[src/rtl/stacker_pkg.sv]
// Shared types and constants for the stacker game engine.
// Provides state/direction enums, play-state code, game_data layout and step-period helper.
package stacker_pkg;

  typedef enum logic [1:0] {
    IDLE = 2'd0,
    MOVE = 2'd1,
    EOG  = 2'd2
  } state_t;

  typedef enum logic {
    DIR_LEFT  = 1'b0,
    DIR_RIGHT = 1'b1
  } dir_t;

  localparam logic [1:0] GS_PLAY = 2'b01;

  localparam int unsigned GD_WIN_BIT   = 0;
  localparam int unsigned GD_PAUSE_BIT = 1;
  localparam int unsigned GD_ROWS_LSB  = 8;
  localparam int unsigned GD_USER_LSB  = 16;

  // max(tick_div - rows*speedup, min_div), saturating instead of wrapping; never zero.
  function automatic logic [31:0] step_period(input logic [31:0] tick_div,
                                              input logic [31:0] speedup,
                                              input logic [31:0] min_div,
                                              input logic [7:0]  rows);
    logic [39:0] cut;
    logic [31:0] p;
    cut = 40'(rows) * 40'(speedup);
    if (cut >= 40'(tick_div)) begin
      p = min_div;
    end else begin
      p = tick_div - cut[31:0];
      if (p < min_div) p = min_div;
    end
    if (p == '0) p = 32'd1;
    return p;
  endfunction

  function automatic logic [31:0] pack_data(input logic [15:0] user,
                                            input logic [7:0]  rows,
                                            input logic        win);
    logic [31:0] d;
    d = '0;
    d[GD_USER_LSB +: 16] = user;
    d[GD_ROWS_LSB +: 8]  = rows;
    d[GD_WIN_BIT]        = win;
    return d;
  endfunction

endpackage

[src/rtl/stacker_tick_gen.sv]
// Loadable down-counter producing a one-cycle tick every `period` enabled cycles.
module stacker_tick_gen (
  input  logic        clk,
  input  logic        rst,
  input  logic [31:0] period,
  input  logic        clear,
  input  logic        enable,
  output logic        tick
);

  logic [31:0] count;

  always_ff @(posedge clk or posedge rst) begin
    if (rst) begin
      count <= '0;
    end else if (clear) begin
      count <= period - 32'd1;
    end else if (enable) begin
      count <= (count == '0) ? period - 32'd1 : count - 32'd1;
    end
  end

  assign tick = enable && (count == '0);

endmodule

[src/rtl/stacker_game_core.sv]
// Stacker game engine: bouncing block, drop-to-lock with overlap trimming, per-row speedup.
// Optional pause button support is enabled with `define STACKER_PAUSE_EN.
module stacker_game_core
  import stacker_pkg::*;
#(
  parameter int unsigned COLS       = 8,
  parameter int unsigned ROWS       = 8,
  parameter int unsigned INIT_WIDTH = 3,
  parameter int unsigned TICK_DIV   = 25000000,
  parameter int unsigned SPEEDUP    = 2000000,
  parameter int unsigned MIN_DIV    = 2000000
) (
  input  logic                 clk,
  input  logic                 rst,
  input  logic [2:0]           buttons,
  input  logic [15:0]          userid,
  input  logic [1:0]           gamestate,
  output logic                 game_eog,
  output logic [ROWS*COLS-1:0] game_table,
  output logic [COLS-1:0]      game_display,
  output logic [31:0]          game_data
);

  localparam int unsigned RW = $clog2(ROWS);
  localparam logic [COLS-1:0] INIT_PATTERN = COLS'((64'd1 << INIT_WIDTH) - 64'd1);

  state_t          state;
  dir_t            dir;
  dir_t            stepped_dir;
  logic [RW-1:0]   row;
  logic [7:0]      rows_done;
  logic [7:0]      period_rows;
  logic [COLS-1:0] pattern;
  logic [COLS-1:0] rows_q [ROWS];
  logic [COLS-1:0] below;
  logic [COLS-1:0] overlap;
  logic [COLS-1:0] stepped;
  logic [15:0]     user_q;
  logic [31:0]     data_q;
  logic [31:0]     period;
  logic [1:0]      buttons_q;
  logic            play;
  logic            drop_edge;
  logic            lock;
  logic            paused;
  logic            tick;
  logic            unused_bits;

  assign unused_bits = ^{buttons[2], buttons_q[1]};

  always_comb begin
    play        = (gamestate == GS_PLAY);
    drop_edge   = buttons[0] & ~buttons_q[0];
    lock        = (state == MOVE) && play && drop_edge && !paused;
    below       = (row == '0) ? pattern : rows_q[row - 1'b1];
    overlap     = pattern & below;
    stepped     = pattern;
    stepped_dir = dir;
    // A full-width block has nowhere to go, so it stays put instead of bouncing out.
    if (!(pattern[COLS-1] && pattern[0])) begin
      if (dir == DIR_LEFT) begin
        if (pattern[COLS-1]) begin
          stepped     = pattern >> 1;
          stepped_dir = DIR_RIGHT;
        end else begin
          stepped = pattern << 1;
        end
      end else begin
        if (pattern[0]) begin
          stepped     = pattern << 1;
          stepped_dir = DIR_LEFT;
        end else begin
          stepped = pattern >> 1;
        end
      end
    end
    // The counter reloads on the lock edge, so it must see the period of the row being entered.
    period_rows = (state != MOVE) ? '0 : rows_done + {7'b0, lock};
    period      = step_period(TICK_DIV, SPEEDUP, MIN_DIV, period_rows);
  end

  stacker_tick_gen u_tick (
    .clk    (clk),
    .rst    (rst),
    .period (period),
    .clear  ((state != MOVE) || lock),
    .enable ((state == MOVE) && !paused),
    .tick   (tick)
  );

  always_ff @(posedge clk or posedge rst) begin
    if (rst) begin
      state        <= IDLE;
      dir          <= DIR_LEFT;
      row          <= '0;
      rows_done    <= '0;
      pattern      <= '0;
      user_q       <= '0;
      data_q       <= '0;
      game_eog     <= 1'b0;
      game_display <= '0;
      buttons_q    <= '0;
      for (int unsigned r = 0; r < ROWS; r++) rows_q[r] <= '0;
    end else begin
      buttons_q <= buttons[1:0];
      unique case (state)
        IDLE: begin
          if (play) begin
            state <= MOVE;
            for (int unsigned r = 0; r < ROWS; r++) rows_q[r] <= '0;
            rows_q[0]    <= INIT_PATTERN;
            row          <= '0;
            rows_done    <= '0;
            user_q       <= userid;
            pattern      <= INIT_PATTERN;
            dir          <= DIR_LEFT;
            game_display <= INIT_PATTERN;
          end
        end
        MOVE: begin
          if (!play) begin
            state <= IDLE;
          end else if (lock) begin
            rows_q[row] <= overlap;
            if (overlap == '0) begin
              state    <= EOG;
              game_eog <= 1'b1;
              data_q   <= pack_data(user_q, rows_done, 1'b0);
            end else if (row == RW'(ROWS - 1)) begin
              rows_done <= 8'(ROWS);
              state     <= EOG;
              game_eog  <= 1'b1;
              data_q    <= pack_data(user_q, 8'(ROWS), 1'b1);
            end else begin
              rows_done            <= rows_done + 8'd1;
              row                  <= row + 1'b1;
              rows_q[row + 1'b1]   <= overlap;
              pattern              <= overlap;
              game_display         <= overlap;
            end
          end else if (tick) begin
            pattern      <= stepped;
            dir          <= stepped_dir;
            rows_q[row]  <= stepped;
            game_display <= stepped;
          end
        end
        EOG: begin
          if (!play) begin
            state    <= IDLE;
            game_eog <= 1'b0;
          end
        end
        default: state <= IDLE;
      endcase
    end
  end

  for (genvar r = 0; r < ROWS; r++) begin : g_table
    assign game_table[r*COLS +: COLS] = rows_q[r];
  end

`ifdef STACKER_PAUSE_EN
  logic pause_edge;
  assign pause_edge = buttons[1] & ~buttons_q[1];

  always_ff @(posedge clk or posedge rst) begin
    if (rst) begin
      paused <= 1'b0;
    end else if ((state != IDLE) && !play) begin
      paused <= 1'b0;
    end else if ((state == MOVE) && pause_edge) begin
      paused <= ~paused;
    end
  end

  always_comb begin
    game_data               = data_q;
    game_data[GD_PAUSE_BIT] = paused;
  end
`else
  assign paused    = 1'b0;
  assign game_data = data_q;
`endif

endmodule
[config.mk]
export PLATFORM = sky130hd
export DESIGN_NAME = stacker_game_core
export DESIGN_NICKNAME = d
export VERILOG_FILES = /design/src/rtl/stacker_pkg.sv /design/src/rtl/stacker_tick_gen.sv /design/src/rtl/stacker_game_core.sv
export SDC_FILE = /design/constraint.sdc
export NUM_CORES = 1
export LEC_CHECK = 0
export ABC_AREA = 1
export CORE_MARGIN = 10
export CORE_UTILIZATION = 45
export CTS_BUF_LIST = sky130_fd_sc_hd__clkbuf_8
export DETAILED_ROUTE_END_ITERATION = 8
export HOLD_SLACK_MARGIN = 0.03
export PLACE_DENSITY = 0.65
export SLEW_MARGIN = 5
export SYNTH_ARGS = -nofsm -noshare
export SYNTH_HDL_FRONTEND = slang
export SYNTH_SLANG_ARGS = --single-unit
[constraint.sdc]
create_clock -name clk -period 7.8 [get_ports clk]
set_clock_uncertainty 0.1 [all_clocks]
set_input_delay 1.56 -clock clk [delete_from_list [all_inputs] [get_ports clk]]
set_output_delay 1.56 -clock clk [all_outputs]
set_load 0.01 [all_outputs]
==> results_dict.tcl <==
set metrics [dict create \
    run_status "finished clean" \
    worst_pin_slew_ns 1.24 \
    chipHeight_microns 190 \
    finalCritPeriodShare_pct 93.8 \
    max_freq_mhz 137 \
    netlist_area_sq_um 13100 \
    global_route_wire_length_before_repair_microns 65300 \
    drive_above_1_share_pct 6.16 \
    critical_path_cell_with_the_highest_stage_delay "sky130_fd_sc_hd__fa_1" \
    endpoint_kind "flip-flop" \
    cp_data_arrival_time_ns 7.56 \
    wl_per_cell_microns 16.1 \
    fp.dieArea_sq_um 36200 \
    die_w_microns 190 \
    critical-path-top-delay-family "adder cells" \
    cells_after_synthesis 2002 \
    grt_setup_unrepaired "false" \
    slowest_cell_delay_on_critical_path_ns 0.54 \
    cts_made_buffers 17 \
    p_leak_nw 8.01 \
    vias 13385 \
    worst_setup_path_start_kind "primary input" \
    row_count 62 \
    core_region_area_sq_um 28600 \
    layout_commonest_cell "sky130_fd_sc_hd__nand2_1" \
    ir_worst_vdd_uv 142 \
    synth.ff_latch_count 161 \
    yosys_most_used_dff "sky130_fd_sc_hd__dfrtp_1" \
    portBuffers 118 \
    grt_use_total_pct 22.1 \
    final_stage_net_count 2218 \
    timing.setup.tns_ns 0 \
    cts_hold_buf 0 \
    pre_cts_slack_ns -0.0188 \
    drt_pre_antenna_iters 6 \
    min_path_type "reg2reg" \
    path_class "in2reg" \
    ys_types 53 \
    drc 0 \
    post_synthesis_async_set_or_reset_flop_share_pct 100 \
    required_ns 8.05 \
    cp_max_fo 19 \
    most_used_cells_in_the_layout_excluding_fill_and_tap_cells "sky130_fd_sc_hd__nand2_1, sky130_fd_sc_hd__inv_1, sky130_fd_sc_hd__o21ai_0" \
    crit_top_cell "sky130_fd_sc_hd__nand2_1" \
    pin_count_of_the_biggest_net_entering_global_routing 103 \
    clock_tree.root_cell "sky130_fd_sc_hd__clkbuf_8" \
    floorplan.io_pins 128 \
    post-route-worst-setup-slack_ns 0.483 \
    grt_pass1_vias 12434 \
    clkSinkCount 161 \
    yosysWarningCount 0 \
    hpwlAfterDp_microns 30000 \
    flow.area_growth_from_synthesis_pct 15.7 \
    cts_max_path_buffers 2 \
    routed_wirelength_microns 40500 \
    crit_buf_inv 8 \
    fin_max_slew_vios 0 \
    cts_tree "done" \
    slew-limit-headroom_pct 17.0 \
    grt_antenna_before_repair 0 \
    htree_levels 4 \
    cts_setup_buffers 0 \
    syn_avg_cell_area_sq_um 6.52 \
    finalWorstPathRequiredPeriod_ns 7.32 \
    routabilityCongestion 0.926 \
    final_antenna_net_count 0 \
    finalSetupViolCount 0 \
    start_util_pct 45.6 \
    cts_clock_pin_slew_for_the_worst_setup_and_hold_paths_ns 0.13 \
    num_antenna_cells 0 \
    clkLatencyLatePin_ns 0.48 \
    initialDrtViolationCount 1367 \
    timing_hold_violations_final 0 \
    number_of_flops_mapped_to_enable_cells_by_yosys 0 \
    synth_seq_area_share_pct 30.9 \
    max_cap_viol 0 \
    viasPerCell 5.33 \
    overflow 0 \
    power_density_nw_per_um2 194 \
]
==> what timing repair did <==
action / 4_1_cts / 5_1_grt
gates resized for setup: 0 / 1
hold endpoints to repair: 0 / 0
endpoints found under the setup margin: 0 / 4
==> cell usage after synthesis (all sizes together), types with 13 or more instances <==
| master | number | share of area [%] |
|---|---|---|
| a21oi | 36 | 1.4 |
| buf | 34 | 1.8 |
| clkbuf | 32 | 0.92 |
| dfrtp | 161 | 31 |
| fa | 17 | 2.6 |
| ha | 64 | 6.1 |
| inv | 235 | 6.8 |
| nand2 | 781 | 23 |
| nand3 | 154 | 5.9 |
| nand4 | 14 | 0.67 |
| nor2 | 141 | 4.3 |
| nor3 | 25 | 1.0 |
| o21ai | 192 | 7.4 |
| o21bai | 13 | 0.81 |
| or2 | 19 | 0.91 |
| xor2 | 27 | 1.9 |
==> tightest hold or removal path, cell delays in order, from the launching register on <==
cell and delay (ns):
sky130_fd_sc_hd__dfrtp_1 0.36, sky130_fd_sc_hd__nand2_1 0.05, sky130_fd_sc_hd__nand2_1 0.05
==> state kept, by name (all words and copies together) (netlist names) <==
register,cells
user_q,16
pattern,8
state,2
row,3
game_data,25
rows_done,8
game_eog,1
buttons_q,1
game_table,64
u_tick.count,32
dir,1
==> final timing paths <==
check,start,endpoint,slack [ns],depth (start not counted)
max in group asynchronous,rst,u_tick.count[3],4.66,3
max,gamestate[0],u_tick.count[31],0.48,37
min in group asynchronous,rst,game_data[31],1.57,2
min,user_q[15],game_data[31],0.37,2
min reg2reg,user_q[15],game_data[31],0.37,2
max reg2reg,state[0],u_tick.count[31],1.85,34
==> layout make-up <==
class                   instances  area [sq um]
clock buffers                  17           234
multi-input cells            1541          7810
repair buffers                153          1460
flip-flops and latches        161          4030
inverters                     240           908
clock inverters                15           184
fillers                      2851         13500
well taps                     384           480
==> routing by layer <==
metal  wire (microns)  global-route usage (%)  vias to the layer above
li1                 -                       -                     6548
met1            17800                    29.8                     6172
met2            17800                    34.4                      600
met3             3940                    5.08                       65
met4              922                    6.75                        0
met5                0                       0                        -
==> logic make-up after synthesis <==
family / synth area share (%)
buffers and inverters: 9.65
adder cells (fa/ha/maj): 8.74
multiplexers: 0.920
other: 0.0287
XOR/XNOR: 2.46
AO/OA/AOI/OAI: 10.7
AND/OR/NAND/NOR: 36.7
flip-flops: 30.9
==> stage by stage <==
| stage | total power [mW] | hold WS [ns] | cells | instance area (sq um) | util (%) |
|---|---|---|---|---|---|
| CTS | 2.92 | 0.374 | 2511 | 15100 | 52.7 |
| global placement | 2.24 | 0.348 | 2479 | 14700 | 51.3 |
| finish | 2.93 | 0.372 | 2511 | 15100 | 52.8 |
| global route | 3.14 | 0.390 | 2511 | 15100 | 52.8 |
| detailed placement | 2.26 | 0.353 | 2479 | 14700 | 51.3 |
| floorplan | 1.87 | 0.331 | 2008 | 13100 | - |
==> power breakdown <==
group | internal (mW) | switching, mW
logic | 0.432 | 0.818
registers | 0.931 | 0.0909
clock network | 0.248 | 0.410
total | 1.61 | 1.32
No activity file was read; power rests on OpenSTA's default activity.
